--- src/rtl/lsu_pkg.sv ---
// +----------------------------------------------------------------------+
// | lsu_pkg                                                              |
// | Shared types, constants and helpers for the load/store unit.         |
// | Revision: 1.0                                                        |
// +----------------------------------------------------------------------+
`default_nettype none

package lsu_pkg;

    localparam int LSU_DEPTH_WORDS = 32;

    typedef enum logic [1:0] {
        SZ_B   = 2'b00,
        SZ_H   = 2'b01,
        SZ_W   = 2'b10,
        SZ_BAD = 2'b11
    } size_e;

    typedef enum logic [1:0] {
        ST_IDLE = 2'd0,
        ST_ACC0 = 2'd1,
        ST_ACC1 = 2'd2,
        ST_RESP = 2'd3
    } state_e;

    // The illegal size reports 4 so range arithmetic stays well defined.
    function automatic logic [2:0] size_bytes(input logic [1:0] size);
        case (size)
            SZ_B:    return 3'd1;
            SZ_H:    return 3'd2;
            default: return 3'd4;
        endcase
    endfunction

endpackage

`default_nettype wire

--- src/rtl/lsu_if.sv ---
// +----------------------------------------------------------------------+
// | lsu_if                                                               |
// | Request/response and data_memory bus of the load/store unit.         |
// | Revision: 1.0                                                        |
// +----------------------------------------------------------------------+
`default_nettype none

interface lsu_if #(
    parameter int XLEN = 32
);
    logic            req_valid;
    logic            req_ready;
    logic            req_we;
    logic [1:0]      req_size;
    logic            req_unsigned;
    logic [XLEN-1:0] req_addr;
    logic [XLEN-1:0] req_wdata;
    logic            rsp_valid;
    logic [XLEN-1:0] rsp_rdata;
    logic            rsp_err;
    logic [XLEN-1:0] mem_addr;
    logic [XLEN-1:0] mem_wd;
    logic            mem_we;
    logic [XLEN-1:0] mem_rd;

    modport slave (
        input  req_valid, req_we, req_size, req_unsigned, req_addr, req_wdata, mem_rd,
        output req_ready, rsp_valid, rsp_rdata, rsp_err, mem_addr, mem_wd, mem_we
    );

    modport master (
        output req_valid, req_we, req_size, req_unsigned, req_addr, req_wdata, mem_rd,
        input  req_ready, rsp_valid, rsp_rdata, rsp_err, mem_addr, mem_wd, mem_we
    );
endinterface

`default_nettype wire

--- src/rtl/lsu_align.sv ---
// +----------------------------------------------------------------------+
// | lsu_align                                                            |
// | Store byte merge and load extract/extend (combinational).            |
// | Revision: 1.0                                                        |
// +----------------------------------------------------------------------+
`default_nettype none

module lsu_align
    import lsu_pkg::*;
(
    input  logic [1:0]  size,
    input  logic        is_unsigned,
    input  logic [1:0]  off,
    input  logic        hi_word,
    input  logic [31:0] wdata,
    input  logic [31:0] rd,
    input  logic [31:0] buf0,
    input  logic [31:0] buf1,
    output logic [31:0] merged,
    output logic [31:0] load_data
);

    logic [2:0]  w_nbytes;
    logic [2:0]  w_base;
    logic [31:0] w_raw;

    assign w_nbytes = size_bytes(size);
    assign w_base   = hi_word ? 3'd4 : 3'd0;

    // Lane b takes store byte k; k wraps above 3 for lanes outside the access.
    generate
        for (genvar b = 0; b < 4; b++) begin : g_lane
            logic [2:0] w_k;
            assign w_k = 3'(b) + w_base - {1'b0, off};
            assign merged[8*b +: 8] = (w_k < w_nbytes) ? wdata[8*w_k[1:0] +: 8] : rd[8*b +: 8];
        end
    endgenerate

    assign w_raw = 32'({buf1, buf0} >> {off, 3'b000});

    always_comb begin
        load_data = w_raw;
        case (size)
            SZ_B:    load_data = is_unsigned ? {24'd0, w_raw[7:0]}  : {{24{w_raw[7]}}, w_raw[7:0]};
            SZ_H:    load_data = is_unsigned ? {16'd0, w_raw[15:0]} : {{16{w_raw[15]}}, w_raw[15:0]};
            default: load_data = w_raw;
        endcase
    end

endmodule

`default_nettype wire

--- src/rtl/load_store_unit.sv ---
// +----------------------------------------------------------------------+
// | load_store_unit                                                      |
// | Byte-addressed load/store front end for a word-indexed data_memory.  |
// | Revision: 1.0                                                        |
// +----------------------------------------------------------------------+
`default_nettype none

module load_store_unit
    import lsu_pkg::*;
#(
    parameter int DEPTH_WORDS = LSU_DEPTH_WORDS,
    parameter int XLEN        = 32
) (
    input  logic clk,
    input  logic rst,
    lsu_if.slave bus
);

    localparam logic [XLEN:0] c_byte_limit = (XLEN+1)'(DEPTH_WORDS * 4);

    state_e          r_state;
    state_e          w_state_next;
    logic            r_we;
    logic            r_unsigned;
    logic            r_span;
    logic            r_err;
    logic [1:0]      r_size;
    logic [1:0]      r_off;
    logic [XLEN-1:0] r_lo;
    logic [XLEN-1:0] r_wdata;
    logic [XLEN-1:0] r_buf0;
    logic [XLEN-1:0] r_buf1;

    logic            w_ready;
    logic            w_accept;
    logic [2:0]      w_nbytes;
    logic [XLEN:0]   w_end;
    logic            w_dec_err;
    logic            w_dec_span;
    logic            w_hi_word;
    logic [XLEN-1:0] w_merged;
    logic [XLEN-1:0] w_load;

    assign w_nbytes   = size_bytes(bus.req_size);
    assign w_end      = {1'b0, bus.req_addr} + (XLEN+1)'(w_nbytes);
    assign w_dec_err  = (bus.req_size == SZ_BAD) || (w_end > c_byte_limit);
    assign w_dec_span = ({1'b0, bus.req_addr[1:0]} + w_nbytes) > 3'd4;
    assign w_ready    = (r_state == ST_IDLE) && !rst;
    assign w_accept   = bus.req_valid && w_ready;
    assign w_hi_word  = (r_state == ST_ACC1);
    assign bus.req_ready = w_ready;

    lsu_align u_align (
        .size        (r_size),
        .is_unsigned (r_unsigned),
        .off         (r_off),
        .hi_word     (w_hi_word),
        .wdata       (r_wdata),
        .rd          (bus.mem_rd),
        .buf0        (r_buf0),
        .buf1        (r_buf1),
        .merged      (w_merged),
        .load_data   (w_load)
    );

    always_ff @(posedge clk) begin
        if (rst) begin
            r_state    <= ST_IDLE;
            r_we       <= 1'b0;
            r_unsigned <= 1'b0;
            r_span     <= 1'b0;
            r_err      <= 1'b0;
            r_size     <= 2'b00;
            r_off      <= 2'b00;
            r_lo       <= '0;
            r_wdata    <= '0;
            r_buf0     <= '0;
            r_buf1     <= '0;
        end else begin
            r_state <= w_state_next;
            if (w_accept) begin
                r_we       <= bus.req_we;
                r_unsigned <= bus.req_unsigned;
                r_size     <= bus.req_size;
                r_off      <= bus.req_addr[1:0];
                r_lo       <= bus.req_addr >> 2;
                r_wdata    <= bus.req_wdata;
                r_span     <= w_dec_span;
                r_err      <= w_dec_err;
            end
            if (r_state == ST_ACC0) r_buf0 <= bus.mem_rd;
            if (r_state == ST_ACC1) r_buf1 <= bus.mem_rd;
        end
    end

    always_comb begin
        w_state_next  = r_state;
        bus.mem_addr  = '0;
        bus.mem_wd    = '0;
        bus.mem_we    = 1'b0;
        bus.rsp_valid = 1'b0;
        bus.rsp_rdata = '0;
        bus.rsp_err   = 1'b0;
        case (r_state)
            ST_IDLE: begin
                if (w_accept) w_state_next = w_dec_err ? ST_RESP : ST_ACC0;
            end
            ST_ACC0: begin
                bus.mem_addr = r_lo;
                bus.mem_we   = r_we;
                bus.mem_wd   = r_we ? w_merged : '0;
                w_state_next = r_span ? ST_ACC1 : ST_RESP;
            end
            ST_ACC1: begin
                bus.mem_addr = r_lo + XLEN'(1);
                bus.mem_we   = r_we;
                bus.mem_wd   = r_we ? w_merged : '0;
                w_state_next = ST_RESP;
            end
            default: begin
                bus.rsp_valid = 1'b1;
                bus.rsp_err   = r_err;
                bus.rsp_rdata = (r_we || r_err) ? '0 : w_load;
                w_state_next  = ST_IDLE;
            end
        endcase
        // Reset gates every output so an aborted access cannot write or respond.
        if (rst) begin
            w_state_next  = ST_IDLE;
            bus.mem_addr  = '0;
            bus.mem_wd    = '0;
            bus.mem_we    = 1'b0;
            bus.rsp_valid = 1'b0;
            bus.rsp_rdata = '0;
            bus.rsp_err   = 1'b0;
        end
    end

endmodule

`default_nettype wire

--- src/flat_wrapper.sv ---
// flat-port wrapper written by rule: the top's interface ports become plain ports
module load_store_unit_flat import lsu_pkg::*;
#(
    parameter int DEPTH_WORDS = LSU_DEPTH_WORDS,
    parameter int XLEN        = 32
)
  (clk, rst, bus_req_valid, bus_req_we, bus_req_size, bus_req_unsigned, bus_req_addr, bus_req_wdata, bus_mem_rd, bus_req_ready, bus_rsp_valid, bus_rsp_rdata, bus_rsp_err, bus_mem_addr, bus_mem_wd, bus_mem_we);
  lsu_if #(.XLEN(XLEN)) bus_i ();
  input  logic clk;
  input  logic rst;
  input wire logic [$bits(bus_i.req_valid)-1:0] bus_req_valid;
  input wire logic [$bits(bus_i.req_we)-1:0] bus_req_we;
  input wire logic [$bits(bus_i.req_size)-1:0] bus_req_size;
  input wire logic [$bits(bus_i.req_unsigned)-1:0] bus_req_unsigned;
  input wire logic [$bits(bus_i.req_addr)-1:0] bus_req_addr;
  input wire logic [$bits(bus_i.req_wdata)-1:0] bus_req_wdata;
  input wire logic [$bits(bus_i.mem_rd)-1:0] bus_mem_rd;
  output wire logic [$bits(bus_i.req_ready)-1:0] bus_req_ready;
  output wire logic [$bits(bus_i.rsp_valid)-1:0] bus_rsp_valid;
  output wire logic [$bits(bus_i.rsp_rdata)-1:0] bus_rsp_rdata;
  output wire logic [$bits(bus_i.rsp_err)-1:0] bus_rsp_err;
  output wire logic [$bits(bus_i.mem_addr)-1:0] bus_mem_addr;
  output wire logic [$bits(bus_i.mem_wd)-1:0] bus_mem_wd;
  output wire logic [$bits(bus_i.mem_we)-1:0] bus_mem_we;
  assign bus_i.req_valid = bus_req_valid;
  assign bus_i.req_we = bus_req_we;
  assign bus_i.req_size = bus_req_size;
  assign bus_i.req_unsigned = bus_req_unsigned;
  assign bus_i.req_addr = bus_req_addr;
  assign bus_i.req_wdata = bus_req_wdata;
  assign bus_i.mem_rd = bus_mem_rd;
  assign bus_req_ready = bus_i.req_ready;
  assign bus_rsp_valid = bus_i.rsp_valid;
  assign bus_rsp_rdata = bus_i.rsp_rdata;
  assign bus_rsp_err = bus_i.rsp_err;
  assign bus_mem_addr = bus_i.mem_addr;
  assign bus_mem_wd = bus_i.mem_wd;
  assign bus_mem_we = bus_i.mem_we;
  load_store_unit #(.DEPTH_WORDS(DEPTH_WORDS), .XLEN(XLEN)) u_core (.clk(clk), .rst(rst), .bus(bus_i));
endmodule
--- config.mk ---
export PLATFORM = sky130hd
export DESIGN_NAME = load_store_unit_flat
export DESIGN_NICKNAME = d
export VERILOG_FILES = /design/src/rtl/lsu_pkg.sv /design/src/rtl/lsu_if.sv /design/src/rtl/lsu_align.sv /design/src/rtl/load_store_unit.sv /design/src/flat_wrapper.sv
export SDC_FILE = /design/constraint.sdc
export NUM_CORES = 1
export LEC_CHECK = 0
export BUFFER_PORTS_ARGS = -buffer_cell sky130_fd_sc_hd__buf_2
export CAP_MARGIN = 20
export CORE_UTILIZATION = 48
export CTS_CLUSTER_DIAMETER = 200
export DETAILED_ROUTE_END_ITERATION = 10
export GPL_TIMING_DRIVEN = 0
export PLACE_DENSITY = 0.7
export SYNTH_ARGS = -nofsm -noshare
export SYNTH_HDL_FRONTEND = slang
export SYNTH_HIERARCHICAL = 1
export SYNTH_SLANG_ARGS = --single-unit
--- constraint.sdc ---
create_clock -name clk -period 3.68 [get_ports clk]
set_input_delay 0.552 -clock clk [delete_from_list [all_inputs] [get_ports clk]]
set_output_delay 0.552 -clock clk [all_outputs]
set_load 0.01 [all_outputs]
==> flow_summary.rst <==
.. list-table::
   :header-rows: 1

   * - Metric
     - Value
   * - Number of nets in the finished design
     - 1,472
   * - Classification of the worst-slack hold path
     - input pin to flop
   * - Cell internal power dissipation
     - 3.99 mW
   * - Initial standard-cell utilization of the core
     - 49.3%
   * - Area added between synthesis and finish
     - 21.9%
   * - Final hold violation count
     - 0
   * - TritonCTS Sinks
     - 128
   * - P_sw
     - 2.45 mW
   * - Initial antenna violation count
     - 2
   * - Power share of the combinational group
     - 43.1%
   * - Most common cell after layout, fill and taps aside
     - buf_2
   * - Max rail drop VDD
     - 0.447 mV
   * - Final routed wirelength across all metal layers
     - 30,100 µm
   * - Startpoint type of the worst setup path
     - flop
   * - Final critical-path required period
     - 3.56 ns
   * - Area of the die
     - 0.0200 mm²
   * - TritonCTS clock tree
     - yes
   * - Mean instance size in the synthesized netlist
     - 8.24 µm²
   * - Number of buffers on the longest clock path
     - 2
   * - Detailed placement HPWL
     - 23,500 µm
   * - Skew-Pair Late Insertion Delay
     - 0.42 ns
   * - Pwr Density
     - 567 mW/mm²
   * - Kind of end point of the critical path
     - primary output
   * - Final setup violation count
     - 0
   * - Worst Setup Path Type
     - flop to primary output
   * - Total congestion overflow after global routing
     - 0
   * - Final RePlAce weighted congestion
     - 0.931
   * - Net switching fraction of the power
     - 38.1%
   * - Number of cells produced by synthesis
     - 1,131
   * - I/O pin count
     - 203
   * - FMAX
     - 281 MHz
   * - Arrival @ worst endpoint
     - 3.01 ns
   * - Data required time at the worst endpoint
     - 3.13 ns
   * - Cell at the root of the clock tree
     - clkbuf_16
   * - RSZ-0062 raised after global routing
     - no
   * - Final core utilization
     - 60.1%
   * - Overall die height
     - 141 µm
   * - Number of hold buffers added after CTS
     - 0
   * - Outcome
     - finished, final reports clean
   * - Most frequent cells in the layout
     - buf_2 (213), dfxtp_1 (126), nand2_1 (124), o21ai_0 (112), nor2_1 (108)
   * - Standard-cell row count
     - 50
   * - Via-to-Cell Ratio
     - 5.74
   * - Cell chain of the critical path
     - buf_8 > inv_2 > buf_4 > ha_4 > buf_8 > buf_6 > mux4_2 > mux2_2 > and2_1 > buf_2
   * - Via count
     - 9,325
   * - Number of warning messages in the yosys log
     - 6
   * - Buffers & Inverters on Critical Path
     - 6
   * - Number of DRC markers after the initial detailed-route iteration
     - 935
   * - Cell area after synthesis
     - 0.00932 mm²
   * - Fin. max-slew vios
     - 0
   * - Max stage delay on crit path
     - 0.54 ns
   * - Pin count of the biggest net entering global routing
     - 20
   * - Die X
     - 141 µm
   * - Antenna Nets Post-Route
     - 0
   * - Maximum clock skew at final layout
     - 0.00695 ns
   * - Vias in the first global route
     - 8,421
   * - 1st-pass router iterations
     - 8
   * - Number of fill cells
     - 1,749
   * - IO Port Bufs
     - 201
   * - Wire length of the first global-routing pass
     - 46,500 µm
   * - Portion of total power attributed to the clock network
     - 26.3%
   * - Clock transition at the registers of the reported paths
     - 0.06 ns
   * - Portion of total power attributed to sequential cells
     - 30.6%
   * - Total of max-cap violations
     - 0
   * - Remaining max-slew budget at the tightest pin
     - 43.9%
   * - Pre-CTS setup slack
     - -0.377 ns
   * - Share of layout cells above drive strength 1
     - 26.6%
   * - Transition time at the pin with the least slew margin
     - 0.841 ns
   * - Master of the slowest instance on the critical path
     - mux4_2
   * - Number of levels the H-tree was split into
     - 4
   * - Cts bufs inserted
     - 17
   * - Net Count, Synth
     - 1,252
   * - Largest fanout of any net on the critical path
     - 10
   * - Crit path top cell by count
     - buf_8
   * - Critical path's top delay family
     - buffers and inverters
   * - Core footprint
     - 0.0189 mm²
   * - Overall fraction of global-route tracks in use
     - 30.2%
   * - Worst Slack Setup Final
     - 0.120 ns
   * - Reported leakage power
     - 4.62 nW
   * - Drt wl/cell
     - 18.5 µm
   * - Post-route clock period utilization
     - 96.7%
   * - Post-route DRC
     - 0
worst reg2reg max path, stage by stage (launching register included):
cell and delay (ns):
dfxtp_1 0.35, inv_1 0.11, ha_1 0.19, nor2b_1 0.25, and2_1 0.18, clkbuf_1 0.41, clkbuf_1 0.50, clkbuf_1 0.56
nand2_1 0.16, o21ai_0 0.10
sequential cells by signal, indices dropped and copies added (netlist names):
signal / count
u_core/r_unsigned: 1
u_core/r_off: 2
u_core/r_state: 2
u_core/r_buf0: 32
u_core/r_lo: 30
u_core/r_span: 1
u_core/r_we: 1
u_core/r_err: 1
u_core/r_buf1: 24
u_core/r_size: 2
u_core/r_wdata: 32
power by group through the flow:
stage | combinational (mW) | clock, mW | sequential [mW]
4_1_cts | 2.74 | 1.70 | 1.96
3_5_place_dp | 2.61 | 0 | 1.98
5_1_grt | 3.02 | 1.77 | 2.01
2_1_floorplan | 1.97 | 0 | 1.88
6_report | 2.78 | 1.69 | 1.97
3_3_place_gp | 2.57 | 0 | 1.96
stage by stage:
| stage | power (mW) | hold slack, ns | std cells | setup TNS (ns) | cell area [µm²] |
|---|---|---|---|---|---|
| floorplan | 3.85 | 0.446 | 1131 | 0 | 9320 |
| global placement | 4.54 | 0.461 | 1592 | -3.17 | 10700 |
| detailed placement | 4.59 | 0.471 | 1592 | -3.69 | 10700 |
| CTS | 6.40 | 0.316 | 1625 | 0 | 11300 |
| global route | 6.80 | 0.325 | 1625 | 0 | 11400 |
| finish | 6.44 | 0.325 | 1625 | 0 | 11400 |
cell type report:
class	instances	area, µm²	share of cell area, %
antenna	1	2.50	0.0220
buffer	82	418	3.68
clock buffer	20	457	4.02
clock inverter	12	133	1.17
inverter	20	75.1	0.661
multi-input combinational	897	6320	55.6
sequential	128	2570	22.6
tap	260	325	2.86
timing repair buffer	205	1060	9.34
layer usage:
layer  GRT usage, %  vias to the layer above  wire [µm]
met5              0                        -         46
met4           9.50                        2        643
met3           5.94                       39       2550
met2           45.4                      493      13300
met1           43.3                     4323      13600
li1               -                     4468          -
path summary, 6_finish.rpt:
check | cells past startpoint | from | slack (ns) | end
worst max-delay path | 10 | u_core/r_off[0] | 0.12 | bus_mem_wd[22]
worst min-delay path | 3 | bus_req_wdata[12] | 0.33 | u_core/r_wdata[12]
worst max register to register | 9 | u_core/r_state[1] | 0.79 | u_core/r_size[0]
worst min register to register | 2 | u_core/r_buf0[4] | 0.49 | u_core/r_buf0[4]
what timing repair did:
| item | in CTS | in global routing |
|---|---|---|
| pin swaps | 2 | 0 |
| gates resized for setup | 17 | 8 |
| buffers inserted | 2 | 2 |
| gates cloned | 0 | 0 |
| setup endpoints to repair | 38 | 25 |
Power figures use the tool's default switching activity.
